## src/rtl/reg_bank.sv

```systemverilog
// reg_bank: DEPTH x WIDTH register bank behind one valid/ready command port.
// Supports write, read, in-place shift/rotate/increment with a result pulse,
// and a multi-cycle sweep that clears one entry per cycle.
module reg_bank #(
    parameter  int WIDTH  = 8,
    parameter  int DEPTH  = 4,
    localparam int ADDR_W = $clog2(DEPTH)
) (
    input  logic              clk,
    input  logic              rst,
    input  logic              cmd_valid,
    output logic              cmd_ready,
    input  logic [2:0]        cmd_op,
    input  logic [ADDR_W-1:0] cmd_addr,
    input  logic [WIDTH-1:0]  cmd_data,
    input  logic              cmd_sin,
    output logic              rd_valid,
    output logic [WIDTH-1:0]  rd_data,
    output logic              rd_flag
);

    typedef enum logic [2:0] {
        OP_NOP   = 3'b000,
        OP_WRITE = 3'b001,
        OP_READ  = 3'b010,
        OP_SHL   = 3'b011,
        OP_ROTL  = 3'b100,
        OP_INC   = 3'b101,
        OP_CLEAR = 3'b110,
        OP_RSVD  = 3'b111
    } op_t;

    typedef enum logic {
        ST_IDLE  = 1'b0,
        ST_CLEAR = 1'b1
    } state_t;

    localparam logic [ADDR_W-1:0] LAST_IDX = ADDR_W'(DEPTH - 1);

    state_t             state_reg, state_next;
    logic [ADDR_W-1:0]  idx_reg, idx_next;

    logic               rd_valid_reg, rd_valid_next;
    logic [WIDTH-1:0]   rd_data_reg, rd_data_next;
    logic               rd_flag_reg, rd_flag_next;

    // Current contents of every entry, gathered from the per-entry registers.
    logic [DEPTH-1:0][WIDTH-1:0] entry_q;

    // Decoded command effects.
    logic               accept;
    logic               wr_en;
    logic               res_en;
    logic [WIDTH-1:0]   cur_val;
    logic [WIDTH-1:0]   new_val;
    logic               new_flag;
    logic [WIDTH:0]     inc_sum;
    op_t                op;

    // Ready depends only on the registered state, never on cmd_valid.
    assign cmd_ready = (state_reg == ST_IDLE);
    assign accept    = cmd_valid && cmd_ready;
    assign op        = op_t'(cmd_op);
    assign cur_val   = entry_q[cmd_addr];
    assign inc_sum   = {1'b0, cur_val} + {{WIDTH{1'b0}}, 1'b1};

    // Opcode decode: new entry value, flag, and which side effects apply.
    always_comb begin
        new_val  = cur_val;
        new_flag = 1'b0;
        wr_en    = 1'b0;
        res_en   = 1'b0;
        case (op)
            OP_WRITE: begin
                new_val = cmd_data;
                wr_en   = 1'b1;
            end
            OP_READ: begin
                res_en  = 1'b1;
            end
            OP_SHL: begin
                new_val  = {cur_val[WIDTH-2:0], cmd_sin};
                new_flag = cur_val[WIDTH-1];
                wr_en    = 1'b1;
                res_en   = 1'b1;
            end
            OP_ROTL: begin
                new_val  = {cur_val[WIDTH-2:0], cur_val[WIDTH-1]};
                new_flag = cur_val[WIDTH-1];
                wr_en    = 1'b1;
                res_en   = 1'b1;
            end
            OP_INC: begin
                new_val  = inc_sum[WIDTH-1:0];
                new_flag = inc_sum[WIDTH];
                wr_en    = 1'b1;
                res_en   = 1'b1;
            end
            default: begin
                // NOP, CLEAR_ALL and the reserved code touch no entry here.
            end
        endcase
    end

    // Next-state logic for the IDLE/CLEAR controller and the result port.
    always_comb begin
        state_next    = state_reg;
        idx_next      = idx_reg;
        rd_valid_next = 1'b0;
        rd_data_next  = rd_data_reg;
        rd_flag_next  = rd_flag_reg;
        case (state_reg)
            ST_IDLE: begin
                if (accept) begin
                    if (op == OP_CLEAR) begin
                        state_next = ST_CLEAR;
                        idx_next   = '0;
                    end
                    if (res_en) begin
                        rd_valid_next = 1'b1;
                        rd_data_next  = new_val;
                        rd_flag_next  = new_flag;
                    end
                end
            end
            ST_CLEAR: begin
                if (idx_reg == LAST_IDX) begin
                    state_next = ST_IDLE;
                    idx_next   = '0;
                end else begin
                    idx_next = idx_reg + 1'b1;
                end
            end
            default: begin
                state_next = ST_IDLE;
                idx_next   = '0;
            end
        endcase
    end

    // Controller and result registers.
    always_ff @(posedge clk) begin
        if (rst) begin
            state_reg    <= ST_IDLE;
            idx_reg      <= '0;
            rd_valid_reg <= 1'b0;
            rd_data_reg  <= '0;
            rd_flag_reg  <= 1'b0;
        end else begin
            state_reg    <= state_next;
            idx_reg      <= idx_next;
            rd_valid_reg <= rd_valid_next;
            rd_data_reg  <= rd_data_next;
            rd_flag_reg  <= rd_flag_next;
        end
    end

    // One register per entry; each is cleared by reset or by the sweep and
    // otherwise loaded only when an accepted command targets it.
    generate
        for (genvar gi = 0; gi < DEPTH; gi++) begin : g_entry
            logic [WIDTH-1:0] val_reg;
            logic             sel;
            logic             sweep_hit;

            assign sel       = (cmd_addr == ADDR_W'(gi));
            assign sweep_hit = (state_reg == ST_CLEAR) && (idx_reg == ADDR_W'(gi));

            // Entry update: reset, sweep clear, or command write-back.
            always_ff @(posedge clk) begin
                if (rst) begin
                    val_reg <= '0;
                end else if (sweep_hit) begin
                    val_reg <= '0;
                end else if (accept && wr_en && sel) begin
                    val_reg <= new_val;
                end
            end

            assign entry_q[gi] = val_reg;
        end
    endgenerate

    assign rd_valid = rd_valid_reg;
    assign rd_data  = rd_data_reg;
    assign rd_flag  = rd_flag_reg;

endmodule

```

## config.mk

```make
export PLATFORM = sky130hd
export DESIGN_NAME = reg_bank
export DESIGN_NICKNAME = d
export VERILOG_FILES = /design/src/rtl/reg_bank.sv
export SDC_FILE = /design/constraint.sdc
export NUM_CORES = 1
export LEC_CHECK = 0
export CAP_MARGIN = 15
export CORE_UTILIZATION = 38
export DETAILED_ROUTE_END_ITERATION = 10
export SLEW_MARGIN = 20
export SYNTH_ARGS = -nofsm -noshare
export SYNTH_HDL_FRONTEND = slang
export SYNTH_SLANG_ARGS = --single-unit
```

## constraint.sdc

```tcl
create_clock -name clk -period 2.2 [get_ports clk]
set_clock_uncertainty 0.15 [all_clocks]
set_input_delay 0.44 -clock clk [delete_from_list [all_inputs] [get_ports clk]]
set_output_delay 0.44 -clock clk [all_outputs]
set_load 0.02 [all_outputs]
```

Word-level counts from Yosys, hierarchy flattened. Index checks and enable logic that the tools add are counted.

Add/subtract/negate cells: 2. Multiply operators: 0. Div/mod/pow operators: 0. $lt $le $gt $ge: 1. Equality and inequality tests: 14. Shifts and indexed selects: 0. Multiplexer cells: 15. Bitwise gates (word level): 2. Reductions and logical operators: 22.

Operators with widths (count): one-hot mux 8 bit (4 select lines) (1); binary-select mux 8 bit (select 2 bit) (1); logical AND 1 bit (10); OR reduction 2 bit (5); adder 8 x 1 -> 9 bit (second input constant) (1); == test 3 bit (second input constant) (3); == test 2 bit (second input constant) (4); two-way mux 8 bit (1); OR reduction 4 bit (2); == test 3 x 2 -> 1 bit (second input constant) (2); two-way mux 1 bit (6); two-way mux 2 bit (3); == test 2 x 1 -> 1 bit (second input constant) (2); zero test 2 bit (2); inequality test 2 x 1 -> 1 bit (second input constant) (2); one-hot mux 1 bit (2 select lines) (2); one-hot mux 2 bit (2 select lines) (1); == test 3 x 1 -> 1 bit (second input constant) (1); less-than comparator 2 x 3 -> 1 bit (second input constant) (1); AND reduction 3 bit (1); OR reduction 3 bit (1); adder 2 x 1 -> 2 bit (second input constant) (1); inverter 1 bit (2); AND reduction 2 bit (1).

Flip-flop bits (word level): 45. Bits in latches: 0. RAM bits: 0. Memory bits (read-only): 0. Output and inout bits: 11. Logic and storage cells: 65. Memories kept: 0.

Logic depth before layout (Yosys ltp).
Word-level depth: 5. Depth in mapped cells: 8. Depth with buffers taken out: 7.

Least setup slack after synthesis. No wires, ideal clock.

Path type: input -> register. Start point: input port cmd_addr[1]. End point: register g_entry[3].val_reg[6]. Setup time: 136 ps. Arrival time: 2133 ps. Path slack: -218 ps. Stages on the path: 8. Path buffers: 1. Cells stage by stage: buf_6 -> mux4_2 -> ha_1 -> and3_1 -> and2_1 -> o21a_1 -> o22ai_2 -> o22ai_1.

Cells in the longest elaborated chain, start to end: 4. Elaborated cells on any way between the ends: 6.

RTL lines: from (decl) (line 14) `input logic [ADDR_W-1:0] cmd_addr,`; binary-select mux 8 bit (select 2 bit) (line 64) `assign cur_val = entry_q[cmd_addr];`; two-way mux 8 bit (not written as such) (line 64); adder 8 x 1 -> 9 bit (line 65) `assign inc_sum = {1'b0, cur_val} + {{WIDTH{1'b0}}, 1'b1};`; one-hot mux 8 bit (4 select lines) (line 73) `case (op)`; to (signal assigned) (line 176) `val_reg <= new_val;`; to (decl) (line 162) `logic [WIDTH-1:0] val_reg;`.

Several ways; a longest one is shown, not always the timed one. The select of a mux whose other input is x is not followed. A chain may end at the register's enable or synchronous reset.

Final worst setup path.
Start point: register g_entry[3].val_reg[1]. End point: register g_entry[1].val_reg[6].

Cells in the longest elaborated chain, start to end: 4.

RTL lines (line): binary-select mux 8 bit (select 2 bit) (64); two-way mux 8 bit (not written as such) (64); adder 8 x 1 -> 9 bit (65); one-hot mux 8 bit (4 select lines) (73); to (signal assigned) (176); to (decl) (162).

No other way between the ends. The select of a mux whose other input is x is not followed.

==> flow_metrics.env <==
export IMPL_outcome="finished clean"
export IMPL_ys_seq_elements=45
export IMPL_pre_cts_ws_ns=-0.838
export IMPL_grt_setup_unrepaired="yes"
export IMPL_cp_startpoint="g_entry[3].val_reg[1]"
export IMPL_cts_hold_buf=0
export IMPL_htreeDepth=2
export IMPL_yosysWarnings=0
export IMPL_ios=28
export IMPL_r2r_slack_ns=0.03
export IMPL_ys_seq_area_share_pct=39.1
export IMPL_rows=28
export IMPL_clock_sinks=45
export IMPL_grt_antenna_before_repair=0
export IMPL_grt_max_degree=15
export IMPL_synth_ff_type="dfxtp_1"
export IMPL_fin_nets=366
export IMPL_slew_violations=0
export IMPL_finalPower_mw=1.77
export IMPL_grt_pass1_wl_mm=10.8
export IMPL_ant_nets=0
export IMPL_io_buffers=27
export IMPL_required_ns=2.24
export IMPL_r2r_end="g_entry[1].val_reg[6]"
export IMPL_grt_pass1_vias=2243
export IMPL_core_area_um2=5890
export IMPL_insertedDiodeCount=0
export IMPL_cts_root_buffer="clkbuf_8"
export IMPL_post_place_cells=407
export IMPL_largest_reg_flops=32
export IMPL_p_leak_nw=1.30
export IMPL_holdCritPathClass="register to register"
export IMPL_final_hold_viol_count=0
export IMPL_crit_reg2reg_launch="g_entry[3].val_reg[1]"
export IMPL_worstPathArrival_ns=2.21
export IMPL_wire_per_inst_um=16.0
export IMPL_die_y_um=79.9
export IMPL_die_area_um2=6380
export IMPL_gr_usage_all_layers_pct=22.3
export IMPL_cp_max_fo=5
export IMPL_syn_num_nets=281
export IMPL_power_density_nw_per_um2=534
export IMPL_area_growth_syn_to_layout_pct=43.9
export IMPL_cp_start_kind="register"
export IMPL_whs_path_depth=2
export IMPL_insertion_delay_ns=0.30
export IMPL_worstHoldStart="g_entry[2].val_reg[7]"
export IMPL_drtIter0Drc=98
export IMPL_start_util_pct=39.2
export IMPL_finalSetupViolations=0
export IMPL_drc=0
export IMPL_r2r_cells=7
export IMPL_dr_pass1_iters=4
export IMPL_final_core_util_pct=56.4
export IMPL_clock_fmax_mhz=460
export IMPL_hold_end="g_entry[2].val_reg[7]"
export IMPL_yosysUniqueCellTypes=41
export IMPL_min_period_over_period_pct=98.8
export IMPL_syn_inst=259
export IMPL_holdWs_ns=0.325
export IMPL_synth_avg_cell_area_um2=8.90
export IMPL_hpwl_mm=5.04
export IMPL_grt_overflow=0
export IMPL_clockBufferDepth=2
export IMPL_avgViaCountPerCell=5.43
export IMPL_vias=2280
export IMPL_cts_tree="done"
export IMPL_fin_crit_ns=2.17
export IMPL_maxCapViolations=0
export IMPL_drive_gt1_share_pct=31.3
export IMPL_async_reset_ff_share_pct=0
export IMPL_wirelength_mm=6.70
export IMPL_syn_area_um2=2300
export IMPL_clk_pin_slew_ns=0.08
export IMPL_ir_drop_v=0.000297
export IMPL_crit_type="register to register"
export IMPL_worst_setup_path_end_kind="register"
export IMPL_gp_congestion=0.818
export IMPL_relSlewSlack_pct=75.4
export IMPL_finalWorstSetupSlack_ns=0.0264
export IMPL_synth_edf_count=0
export IMPL_die_width_um=79.9
export IMPL_worstMarginPinSlew_ns=0.363
export IMPL_numCtsBuffers=5
export IMPL_layout_cells_non_filler=420
==> critical path, cell delays in order, from the launching register on <==
cell	delay, ns
dfxtp_2	0.33
mux4_2	0.53
ha_4	0.20
and3_4	0.15
and2_4	0.13
o21a_1	0.20
o22ai_4	0.25
o22ai_1	0.11
==> worst max path at each step <==
stage / to / slack (ns) / cells after the start
2_1_floorplan: g_entry[3].val_reg[6] / -0.15 / 8
3_3_place_gp: g_entry[0].val_reg[6] / -0.82 / 8
3_5_place_dp: g_entry[0].val_reg[6] / -0.84 / 8
4_1_cts: rd_data[7] / 0.01 / 8
5_1_grt: g_entry[3].val_reg[3] / -0.04 / 6
6_report: g_entry[1].val_reg[6] / 0.03 / 7
==> through the flow <==
step	setup TNS (ns)	instance area, µm²
after floorplan	-0.809	2360
after global placement	-28.76	3100
after detailed placement	-29.48	3100
after CTS	0	3240
after global routing	-0.289	3320
final	0	3320
==> Yosys cell counts, drive strengths merged, types with 6 or more instances <==
| cell type | n | area share, % |
|---|---|---|
| a21oi | 26 | 5.6 |
| buf | 6 | 1.5 |
| clkbuf | 9 | 1.5 |
| dfxtp | 45 | 39 |
| inv | 6 | 0.98 |
| mux2i | 12 | 5.2 |
| mux4 | 8 | 8.1 |
| nand2 | 29 | 4.7 |
| nand2b | 8 | 2.2 |
| nor2 | 23 | 3.7 |
| nor2b | 7 | 1.9 |
| o21ai | 14 | 3.0 |
| o22ai | 19 | 5.7 |
| o32ai | 6 | 2.3 |
==> metal layers <==
layer	track usage, %	part of all wire, %	vias up
met2	39.7	48	71
met1	27.8	45	1076
li1	-	-	1124
met5	0	0	-
met4	6.25	1.8	0
met3	3.31	4.7	9
==> power breakdown <==
| part | internal [mW] | switching [mW] | total, mW |
|---|---|---|---|
| registers | 0.837 | 0.0133 | 0.851 |
| logic | 0.190 | 0.191 | 0.381 |
| clock network | 0.255 | 0.285 | 0.540 |
==> layout by cell type, fill, tap and decap left out, drive strengths merged, types with 2 or more instances in the layout <==
cell	instances
inv	6
nand2	29
o21a	2
nor2b	7
o32ai	6
nor2	23
nand2b	8
clkinv	3
ha	5
and2	2
clkdlybuf4s50	23
dfxtp	45
buf	67
clkbuf	7
mux4	8
a211oi	5
mux2i	12
o21ai	14
o22ai	19
a21o	2
a31oi	5
a21oi	26
a22oi	2
a21boi	3
and3	3
o221ai	2
==> final cells by class <==
class                   instances  area (µm²)
multi-input cells             192        1420
clock buffers                   6        82.6
repair buffers                 93         782
well taps                      75        93.8
inverters                       7        26.3
flip-flops and latches         45         903
clock inverters                 2        13.8
fillers                       517        2570
==> kinds of logic after synthesis <==
kind of cell | count (synthesis) | share of synthesized area (%)
adders and majority gates | 5 | 2.71
buffers and inverters | 22 | 4.13
muxes | 21 | 13.8
DFF | 45 | 39.1
and+or+nand+nor | 77 | 15.5
AOI/OAI and AO/OA | 89 | 24.8
==> repair_timing <==
action / CTS / global route
setup endpoints to repair: 41 / 32
buffers inserted: 5 / 1
resized for setup: 14 / 20
pin swaps: 4 / 15
(Power assumes the default switching activity.)
